[src/rtl/qf_sfifo_n.sv]
// rtl/qf_sfifo_n.sv - single-clock parametrised FIFO with level, thresholds and sticky errors
// Optional first-word fall-through read mode selected by QF_SFIFO_FWFT_EN.
module qf_sfifo_n #(
  parameter int PAR_FIFO_DATA_WIDTH = 32,
  parameter int PAR_FIFO_DEPTH_BIT  = 3,
  parameter int PAR_FIFO_AFULL_THR  = 6,
  parameter int PAR_FIFO_AEMPTY_THR = 1
) (
  input  logic                           fifo_clk,
  input  logic                           fifo_rst_n,
  input  logic [PAR_FIFO_DATA_WIDTH-1:0] fifo_wr_data,
  input  logic                           fifo_wr_en,
  input  logic                           fifo_rd_en,
  input  logic                           fifo_err_clr,
  output logic [PAR_FIFO_DATA_WIDTH-1:0] fifo_rd_data,
  output logic                           fifo_rd_valid,
  output logic                           fifo_empty_flag,
  output logic                           fifo_full_flag,
  output logic                           fifo_aempty_flag,
  output logic                           fifo_afull_flag,
  output logic [PAR_FIFO_DEPTH_BIT:0]    fifo_level,
  output logic                           fifo_ovf_flag,
  output logic                           fifo_udf_flag
);

  localparam int DEPTH = 1 << PAR_FIFO_DEPTH_BIT;
  localparam int PW    = PAR_FIFO_DEPTH_BIT + 1;
  localparam logic [PW-1:0] AFULL_THR  = PW'(PAR_FIFO_AFULL_THR);
  localparam logic [PW-1:0] AEMPTY_THR = PW'(PAR_FIFO_AEMPTY_THR);

  logic [PAR_FIFO_DATA_WIDTH-1:0] r_mem [DEPTH];
  logic [PW-1:0]                  r_wr_ptr;
  logic [PW-1:0]                  r_rd_ptr;
  logic                           r_ovf;
  logic                           r_udf;

  logic [PAR_FIFO_DEPTH_BIT-1:0]  w_wr_addr;
  logic [PAR_FIFO_DEPTH_BIT-1:0]  w_rd_addr;
  logic [PW-1:0]                  w_level;
  logic                           w_empty;
  logic                           w_full;
  logic                           w_wr_acc;
  logic                           w_rd_acc;

  assign w_wr_addr = r_wr_ptr[PAR_FIFO_DEPTH_BIT-1:0];
  assign w_rd_addr = r_rd_ptr[PAR_FIFO_DEPTH_BIT-1:0];
  assign w_level   = r_wr_ptr - r_rd_ptr;
  assign w_empty   = (r_wr_ptr == r_rd_ptr);
  // Same address with opposite wrap bits means the writer is a full lap ahead.
  assign w_full    = (w_wr_addr == w_rd_addr) && (r_wr_ptr[PW-1] != r_rd_ptr[PW-1]);
  assign w_wr_acc  = fifo_wr_en && !w_full;
  assign w_rd_acc  = fifo_rd_en && !w_empty;

  assign fifo_level       = w_level;
  assign fifo_empty_flag  = w_empty;
  assign fifo_full_flag   = w_full;
  assign fifo_aempty_flag = (w_level <= AEMPTY_THR);
  assign fifo_afull_flag  = (w_level >= AFULL_THR);
  assign fifo_ovf_flag    = r_ovf;
  assign fifo_udf_flag    = r_udf;

  always_ff @(posedge fifo_clk) begin
    if (w_wr_acc) begin
      r_mem[w_wr_addr] <= fifo_wr_data;
    end
  end

  always_ff @(posedge fifo_clk) begin
    if (!fifo_rst_n) begin
      r_wr_ptr <= '0;
      r_rd_ptr <= '0;
      r_ovf    <= 1'b0;
      r_udf    <= 1'b0;
    end else begin
      if (w_wr_acc) r_wr_ptr <= r_wr_ptr + PW'(1);
      if (w_rd_acc) r_rd_ptr <= r_rd_ptr + PW'(1);
      // A fresh error in the clearing cycle keeps the flag set.
      r_ovf <= (fifo_wr_en && w_full)  || (r_ovf && !fifo_err_clr);
      r_udf <= (fifo_rd_en && w_empty) || (r_udf && !fifo_err_clr);
    end
  end

`ifdef QF_SFIFO_FWFT_EN
  assign fifo_rd_data  = r_mem[w_rd_addr];
  assign fifo_rd_valid = !w_empty;
`else
  logic [PAR_FIFO_DATA_WIDTH-1:0] r_rd_data;
  logic                           r_rd_valid;

  always_ff @(posedge fifo_clk) begin
    if (!fifo_rst_n) begin
      r_rd_data  <= '0;
      r_rd_valid <= 1'b0;
    end else begin
      r_rd_valid <= w_rd_acc;
      if (w_rd_acc) r_rd_data <= r_mem[w_rd_addr];
    end
  end

  assign fifo_rd_data  = r_rd_data;
  assign fifo_rd_valid = r_rd_valid;
`endif

endmodule

[config.mk]
export PLATFORM = sky130hd
export DESIGN_NAME = qf_sfifo_n
export DESIGN_NICKNAME = d
export VERILOG_FILES = /design/src/rtl/qf_sfifo_n.sv
export SDC_FILE = /design/constraint.sdc
export NUM_CORES = 1
export LEC_CHECK = 0
export ABC_CLOCK_PERIOD_IN_PS = 5300
export CAP_MARGIN = 5
export CORE_UTILIZATION = 61
export CTS_BUF_LIST = sky130_fd_sc_hd__clkbuf_4 sky130_fd_sc_hd__clkbuf_8
export DETAILED_ROUTE_END_ITERATION = 8
export GPL_ROUTABILITY_DRIVEN = 0
export GPL_TIMING_DRIVEN = 0
export PLACE_DENSITY_LB_ADDON = 0.08
export SYNTH_ARGS = -nofsm -noshare
export SYNTH_HDL_FRONTEND = slang
export SYNTH_SLANG_ARGS = --single-unit
[constraint.sdc]
create_clock -name fifo_clk -period 5.3 [get_ports fifo_clk]
set_input_delay 0.53 -clock fifo_clk [delete_from_list [all_inputs] [get_ports fifo_clk]]
set_output_delay 0.53 -clock fifo_clk [all_outputs]
set_load 0.01 [all_outputs]
==> results of run 1 <==
per-stage QoR:
step | setup slack [ns] | setup TNS [ns] | hold WS, ns
after detailed placement | 1.46 | 0 | 0.494
after global placement | -1.81 | -164.18 | 0.491
after CTS | 1.05 | 0 | 0.503
after global routing | 0.833 | 0 | 0.541
after floorplan | 0.764 | 0 | 0.474
final | 1.09 | 0 | 0.506
worst max-delay path by stage:
stage | slack (ns) | startpoint | to | cells past startpoint
2_1_floorplan | 0.76 | r_rd_ptr[1] | r_mem[1][0] | 8
3_3_place_gp | -1.81 | r_rd_ptr[1] | r_mem[1][15] | 8
3_5_place_dp | 1.46 | r_rd_ptr[1] | r_mem[1][15] | 10
4_1_cts | 1.05 | r_rd_ptr[1] | fifo_aempty_flag | 9
5_1_grt | 0.83 | r_rd_ptr[1] | fifo_aempty_flag | 9
6_report | 1.09 | r_rd_ptr[1] | fifo_aempty_flag | 9
where the power goes:
part / internal, µW / switching [µW]
sequential: 2650 / 39.8
combinational: 404 / 446
clock: 1070 / 836
registers in the layout (all words and copies together) (netlist names):
register	cells
r_mem	256
fifo_rd_data	32
r_rd_ptr	4
r_wr_ptr	4
fifo_ovf_flag	1
fifo_rd_valid	1
fifo_udf_flag	1
cell usage after synthesis (all sizes together):
cell	number
mux4	33
fa	1
o211ai	2
buf	23
nor3	3
xor2	2
a21o	1
edfxtp	256
nor2	7
o22ai	31
ha	5
a211oi	1
mux2i	63
o21a	2
dfxtp	43
and3	1
nand2b	3
and2	6
inv	7
a21boi	3
a21oi	67
clkbuf	15
nand3	3
xnor2	5
o21ai	35
nand2	6
or2	2
nor2b	6
nand4	1
a22o	1
routing by layer:
layer  wire [µm]  up-vias  global-route usage, %
met5           0        -                      0
met4         429        0                   7.73
met3        1730       43                   6.25
met2       12300      262                   45.9
met1        9780     3206                   35.1
li1            -     2814                      -
cells by family after synthesis:
family	Yosys count	synth area share, %
DFF	299	75.8
AOI/OAI and AO/OA	143	6.99
muxes	96	12.2
buffers and inverters	45	1.99
and+or+nand+nor	38	1.75
xor gates and xnor gates	7	0.544
adders and majority gates	6	0.732
cell usage in the layout, fill, tap and decap left out, types with 11 or more instances in the layout:
cell	instances
mux2i_1	63
edfxtp_1	256
buf_2	11
mux4_2	33
a21oi_1	66
o21ai_0	33
clkbuf_1	15
buf_4	11
clkdlybuf4s50_1	79
dfxtp_1	43
clkbuf_4	17
o22ai_1	31
clkbuf_8	52
worst register-to-register path: cells and delay by family (launching register included):
kind / cells / cell delay [ns]
AND/OR/NAND/NOR: 3 / 1.13
AO/OA/AOI/OAI: 1 / 0.18
flip-flops: 1 / 0.42
buffers and inverters: 5 / 1.47
adder cells (fa/ha/maj): 1 / 0.34
layout make-up:
type                       instances  area [µm²]
inverter                           7        26.3
tap                              229         287
timing repair buffer              92        1030
fill                            1085        4440
clock buffer                      69         843
clock inverter                    15        97.6
multi-input combinational        290        2560
sequential                       299        8550
buffer                            38         198
==> results.cfg, run 1 <==
[outcome]
status = finished, final reports clean

[hold_path]
holdPathEnd = r_wr_ptr[0]
hp-class = reg2reg
hp-start = r_wr_ptr[0]
min_delay_path_depth = 2

[grt]
grt_pass1_vias = 6641
grt_max_degree = 22
grt_pass1_wl_mm = 36.8
grt.total_usage_pct = 27.0
grt-ovfl-total = 0
antenna_found_initial = 0

[power]
static-leakage-power_uw = 0.00448
vdd_drop_max_v = 0.000346
power_uw = 5440
pwr_density_cell_nw_per_um2 = 401

[setup_path]
ff2ff_path_depth = 10
critPathRequiredTime_ns = 4.77
path_cells = buf_2 -> buf_1 -> inv_1 -> ha_1 -> nor2b_1 -> o21ai_0 -> nand3_1 -> a211oi_1 -> clkdlybuf4s50_1
critPathKind = reg2out
r2r_end = r_mem[1][10]
r2r_slack_ns = 1.47
cp-start-kind = flip-flop
crit_fanout = 10
r2r_start = r_rd_ptr[1]
cp_num_buf_inv = 4
slowest_delay_ns = 0.56
cp-end-kind = output port
cp_data_arrival_time_ns = 3.68
critical_path.top_delay_family = buffers and inverters
crit_slowest_cell = clkdlybuf4s50_1

[logic_synthesis]
synth-seq-area-share_pct = 75.8
yosysUniqueCellTypes = 35
yosysTopAreaCell = edfxtp_1
syn_avg_cell_area_um2 = 17.8
synth_top_area_share_pct = 68.2
ys_top_cells_by_area = edfxtp_1 (68%), dfxtp_1 (7.6%), mux4_2 (6.6%)
netlist_instances = 634
ys.warnings.count = 0
synth_area_um2 = 11300
yosys_register_bits = 299
synth_nets = 677

[placed_design]
placed_cell_area_um2 = 12600
placed_cells = 955
dp.final_hpwl_mm = 15.0
port_buffers = 79

[cts]
cts_buffer_depth = 3
clkTransAtPathRegs_ns = 0.06
worstSkewPairLatency_ns = 0.55
cts_resized = 0
cts_sinks = 299
ctsHoldBuffers = 0
cts-root-buf = clkbuf_8
cts_tree = yes
htreeDepth = 2
numCtsBuffers = 47
cts_setup_buffers = 0

[sta]
finalSetupViolations = 0
min_period_ns = 4.21
timing.fmax_mhz = 238
slew_headroom_pct = 47.7
grt_setup_unrepaired = false
fin_skew_ns = 0.0101
maxSlewViolCount = 0
period_share_pct = 79.4
worst_pin_slew_ns = 0.785
report.final.hold_viol_count = 0

[layout]
nets = 818
fin_cells = 1039
utilization_pct = 75.4
antenna_cells = 0
stdcell_area_um2 = 13600
syn_to_final_growth_pct = 20.5
drive_above_1_share_pct = 19.1

[die]
io_pins = 80
coreArea_um2 = 18000
die_area_um2 = 19000
rows = 49
die_h_um = 138
start_util_pct = 62.6
die_width_um = 138

[detailed_routing]
drt_iter0_drc = 393
drt_pass1_iterations = 4
ant_nets = 0
drc = 0
wirelength_mm = 24.3
routedWlPerCell_um = 23.4
vias = 6325
detail_route.vias_per_cell = 6.09

[job]
cap_violations = 0
No activity file was read; power rests on OpenSTA's default activity.
==> inputs of run 2 (changes only) <==
--- a/config.mk
+++ b/config.mk
@@ -5,9 +5,9 @@
 export SDC_FILE = /design/constraint.sdc
 export NUM_CORES = 1
 export LEC_CHECK = 0
-export ABC_CLOCK_PERIOD_IN_PS = 5300
+export ABC_CLOCK_PERIOD_IN_PS = 3550
 export CAP_MARGIN = 5
-export CORE_UTILIZATION = 61
+export CORE_UTILIZATION = 55
 export CTS_BUF_LIST = sky130_fd_sc_hd__clkbuf_4 sky130_fd_sc_hd__clkbuf_8
 export DETAILED_ROUTE_END_ITERATION = 8
 export GPL_ROUTABILITY_DRIVEN = 0
==> constraint.sdc (replaced) <==
create_clock -name fifo_clk -period 3.55 [get_ports fifo_clk]
set_input_delay 0.355 -clock fifo_clk [delete_from_list [all_inputs] [get_ports fifo_clk]]
set_output_delay 0.355 -clock fifo_clk [all_outputs]
set_load 0.01 [all_outputs]
==> run 2 against run 1 <==
Die area is 11% higher. Count of clock-buffer cells in the layout down 3. Register-to-register slack worse by 1.2 ns. Sequential power increased by 49%. Sequential share of layout area down 0.15 points. Utilization fell by 7.9 points. Largest cell class unchanged. Power grew 47%. Final area rose by 0.24%. Worst setup slack worse by 0.80 ns. Via count down 2.4%. Wire length is 0.76% lower. Worst hold slack better by 0.011 ns.
==> results.cfg, run 2 (same netlist as run 1, synthesis figures left out) <==
[die]
die_width_um = 145
die_area_um2 = 21100
start_util_pct = 55.9
die_h_um = 145
coreArea_um2 = 20200
rows = 52
io_pins = 80

[job]
cap_violations = 0

[outcome]
status = finished, final reports clean

[layout]
syn_to_final_growth_pct = 20.8
final_common_cell = edfxtp_1
drive_above_1_share_pct = 18.7
nets = 814
largest_reg_flops = 256
regArea_um2 = 8550
antenna_cells = 0
multi_input_area_um2 = 2570
most-common-layout-cells = edfxtp_1 (256), clkdlybuf4s50_1 (79), a21oi_1 (66)
largest_register = r_mem
fillers = 1382

[detailed_routing]
detail_route.vias_per_cell = 5.73
drc = 0
routedWlPerCell_um = 22.4
drt_iter0_drc = 482
drt_pass1_iterations = 6
ant_nets = 0
vias = 6175
wirelength_mm = 24.1

[sta]
timing.fmax_mhz = 307
slew_headroom_pct = 48.9
grt_setup_unrepaired = false
period_share_pct = 91.8
worst_slack_ns = 0.290
min_period_ns = 3.26
worst_pin_slew_ns = 0.764
setup-tns-final_ns = 0
fin_skew_ns = 0.0159
report.final.hold_viol_count = 0
finalSetupViolations = 0
maxSlewViolCount = 0

[cts]
clkTransAtPathRegs_ns = 0.06
cts_buffer_depth = 3
cts_tree = yes
cts-root-buf = clkbuf_8
cts_sinks = 299
worstSkewPairLatency_ns = 0.54
htreeDepth = 2
numCtsBuffers = 47

[placed_design]
dp_slack_ns = -0.302
dp.final_hpwl_mm = 15.1
port_buffers = 79

[grt]
use_met3_pct = 4.87
grt_pass1_vias = 6453
grt_pass1_wl_mm = 36.8
grt_max_degree = 23
grt.total_usage_pct = 23.6
grt-ovfl-total = 0
grt-busiest-layer = met2
antenna_found_initial = 0
gr-usage-met2_pct = 40.9
gr-usage-met1_pct = 30.1

[setup_path]
critPathLaunch = r_rd_ptr[1]
critPathKind = reg2out
r2r_start = r_rd_ptr[2]
cp_data_arrival_time_ns = 2.90
critPathRequiredTime_ns = 3.19
cp-end-kind = output port
cp-start-kind = flip-flop
crit_fanout = 19

[hold_path]
hp-class = reg2reg
hp-start = r_wr_ptr[0]

[power]
vdd_drop_max_v = 0.000349
static-leakage-power_uw = 0.00445
pwr_density_cell_nw_per_um2 = 586
==> run 2: worst max-delay path: stages (launching register included) <==
cell and delay, ns:
dfxtp_1 0.44, buf_8 0.25, inv_1 0.09, ha_1 0.30
nor2b_1 0.14, o21ai_1 0.15, nand3_1 0.13, a211oi_1 0.29
clkdlybuf4s50_1 0.57
==> run 2: power breakdown <==
group          switching [µW]  internal [µW]
logic                     657            606
registers                60.6           3960
clock network            1240           1460
==> run 2: layer usage <==
metal	wire length, µm	vias to the layer above
li1	-	2809
met5	0	-
met3	1200	40
met2	12300	181
met1	10200	3145
met4	427	0
==> run 2: repair_timing <==
item / in CTS / in global routing
resized for setup: 1 / 3
buffers inserted: 0 / 0
hold buffers: 0 / 0
setup endpoints to repair: 189 / 1
==> run 2: area by class of cell <==
| cell class | count | share of cell area (%) |
|---|---|---|
| buffer | 36 | 1.47 |
| clock buffer | 66 | 5.89 |
| clock inverter | 20 | 0.634 |
| inverter | 7 | 0.193 |
| multi-input combinational | 290 | 18.9 |
| sequential | 299 | 62.8 |
| tap | 270 | 2.48 |
| timing repair buffer | 90 | 7.68 |
==> run 2: final timing paths <==
kind	endpoint	slack, ns	depth (start not counted)
max	fifo_aempty_flag	0.29	8
min	r_wr_ptr[0]	0.52	2
max reg2reg	r_mem[6][14]	0.30	8
min reg2reg	r_wr_ptr[0]	0.52	2
==> run 2: per-stage QoR <==
stage	utilization, %	cells	power [µW]	cell area, µm²	hold slack [ns]
2_1_floorplan	-	634	4820	11300	0.454
3_3_place_gp	61.6	983	5310	12400	0.490
3_5_place_dp	63.1	994	5360	12700	0.505
4_1_cts	67.5	1078	8050	13600	0.500
5_1_grt	67.5	1078	8310	13600	0.527
6_report	67.5	1078	7980	13600	0.517
==> inputs of run 3 (changes only) <==
--- a/config.mk
+++ b/config.mk
@@ -13,6 +13,7 @@
 export GPL_ROUTABILITY_DRIVEN = 0
 export GPL_TIMING_DRIVEN = 0
 export PLACE_DENSITY_LB_ADDON = 0.08
+export SKIP_CTS_REPAIR_TIMING = 1
 export SYNTH_ARGS = -nofsm -noshare
 export SYNTH_HDL_FRONTEND = slang
 export SYNTH_SLANG_ARGS = --single-unit
==> run 3 against run 2 <==
Sequential power barely moved. Final area unchanged. Cell count stayed put. Clock skew hardly changed. Largest power group unchanged.
==> results.cfg, run 3 (same netlist as run 1, synthesis figures left out) <==
[setup_path]
path_cells = buf_8 -> inv_1 -> ha_1 -> nor2b_1 -> o21ai_1 -> nand3_1 -> a211oi_1 -> clkdlybuf4s50_1
critPathRequiredTime_ns = 3.19
r2r_end = r_mem[6][14]
cp-end-kind = output port
cp_data_arrival_time_ns = 2.90
critPathKind = reg2out
r2r_slack_ns = 0.31
slowest_delay_ns = 0.57
r2r_start = r_rd_ptr[2]
cp-start-kind = flip-flop
ff2ff_path_depth = 8
crit_fanout = 19
crit_slowest_cell = clkdlybuf4s50_1

[cts]
cts_sinks = 299
htreeDepth = 2
numCtsBuffers = 47
cts-root-buf = clkbuf_8
cts_buffer_depth = 3
clkTransAtPathRegs_ns = 0.06
cts_tree = yes
worstSkewPairLatency_ns = 0.54

[placed_design]
dp.final_hpwl_mm = 15.1
port_buffers = 79
placed_cell_area_um2 = 12700

[power]
pwr_density_cell_nw_per_um2 = 586
static-leakage-power_uw = 0.00445
vdd_drop_max_v = 0.000349

[layout]
most-common-layout-cells = edfxtp_1 (256), clkdlybuf4s50_1 (79), a21oi_1 (66)
fillers = 1382
nets = 814
syn_to_final_growth_pct = 20.8
antenna_cells = 0
final_common_cell = edfxtp_1
largest_register = r_mem
stdcell_area_um2 = 13600
largest_reg_flops = 256
drive_above_1_share_pct = 18.7

[hold_path]
hp-class = reg2reg
min_delay_path_depth = 2
holdPathEnd = r_wr_ptr[0]
hp-start = r_wr_ptr[0]

[detailed_routing]
vias = 6175
wirelength_mm = 24.1
detail_route.vias_per_cell = 5.73
drt_pass1_iterations = 4
routedWlPerCell_um = 22.4
ant_nets = 0
drt_iter0_drc = 485
drc = 0

[grt]
grt_pass1_vias = 6460
grt.total_usage_pct = 23.6
grt-ovfl-total = 0
grt_max_degree = 23
antenna_found_initial = 0
grt_pass1_wl_mm = 36.8

[outcome]
status = finished, final reports clean

[die]
die_width_um = 145
die_h_um = 145
io_pins = 80
die_area_um2 = 21100
rows = 52
start_util_pct = 55.9
coreArea_um2 = 20200

[sta]
grt_setup_unrepaired = false
timing.fmax_mhz = 307
timing.hold.ws_ns = 0.514
fin_skew_ns = 0.0154
report.final.hold_viol_count = 0
period_share_pct = 91.8
min_period_ns = 3.26
worst_pin_slew_ns = 0.763
maxSlewViolCount = 0
setup-tns-final_ns = 0
finalSetupViolations = 0
slew_headroom_pct = 49.0

[job]
cap_violations = 0
run 3: final cells by class:
cell class / count / area [µm²] / area share (%)
plain buffers: 36 / 200 / 1.47
clock buffers: 66 / 802 / 5.89
clock inverters: 20 / 86.3 / 0.634
inverters: 7 / 26.3 / 0.193
multi-input cells: 290 / 2570 / 18.9
flip-flops and latches: 299 / 8550 / 62.8
well taps: 270 / 338 / 2.48
repair buffers: 90 / 1050 / 7.68
run 3: worst max-delay path: cells and delay by family, from the launching register on:
family / cells / cell delay, ns
and+or+nand+nor: 2 / 0.27
buffers and inverters: 3 / 0.90
DFF: 1 / 0.44
adders and majority gates: 1 / 0.30
AOI/OAI and AO/OA: 2 / 0.44
run 3: through the flow:
| step | cells | utilization [%] | worst slack [ns] | power (µW) |
|---|---|---|---|---|
| after detailed placement | 994 | 63.1 | -0.302 | 5360 |
| after global routing | 1078 | 67.5 | 0.0859 | 8310 |
| after CTS | 1080 | 67.5 | -0.563 | 8050 |
| final | 1078 | 67.5 | 0.291 | 7980 |
| after global placement | 983 | 61.6 | -2.22 | 5310 |
| after floorplan | 634 | - | -0.124 | 4820 |
run 3: how the worst max path moves through the flow:
stage,cells past startpoint,slack [ns],start,to
floorplan,8,-0.12,r_rd_ptr[1],r_mem[3][0]
global placement,8,-2.22,r_rd_ptr[1],r_mem[5][15]
detailed placement,9,-0.30,r_rd_ptr[1],r_mem[6][14]
CTS,9,-0.56,r_rd_ptr[1],fifo_aempty_flag
global route,8,0.09,r_rd_ptr[1],fifo_aempty_flag
finish,8,0.29,r_rd_ptr[1],fifo_aempty_flag
run 3: layer usage:
| layer | track usage (%) | up-vias | wire, µm | share of wire [%] |
|---|---|---|---|---|
| li1 | - | 2806 | - | - |
| met1 | 30.1 | 3131 | 9930 | 41 |
| met3 | 4.87 | 41 | 1450 | 6.0 |
| met4 | 6.79 | 0 | 434 | 1.8 |
| met2 | 41.0 | 197 | 12300 | 51 |
| met5 | 0 | - | 0 | 0 |
run 3: power breakdown:
part,internal (µW),switching [µW]
combinational,606,656
sequential,3960,60.0
clock,1460,1250
total,6020,1960
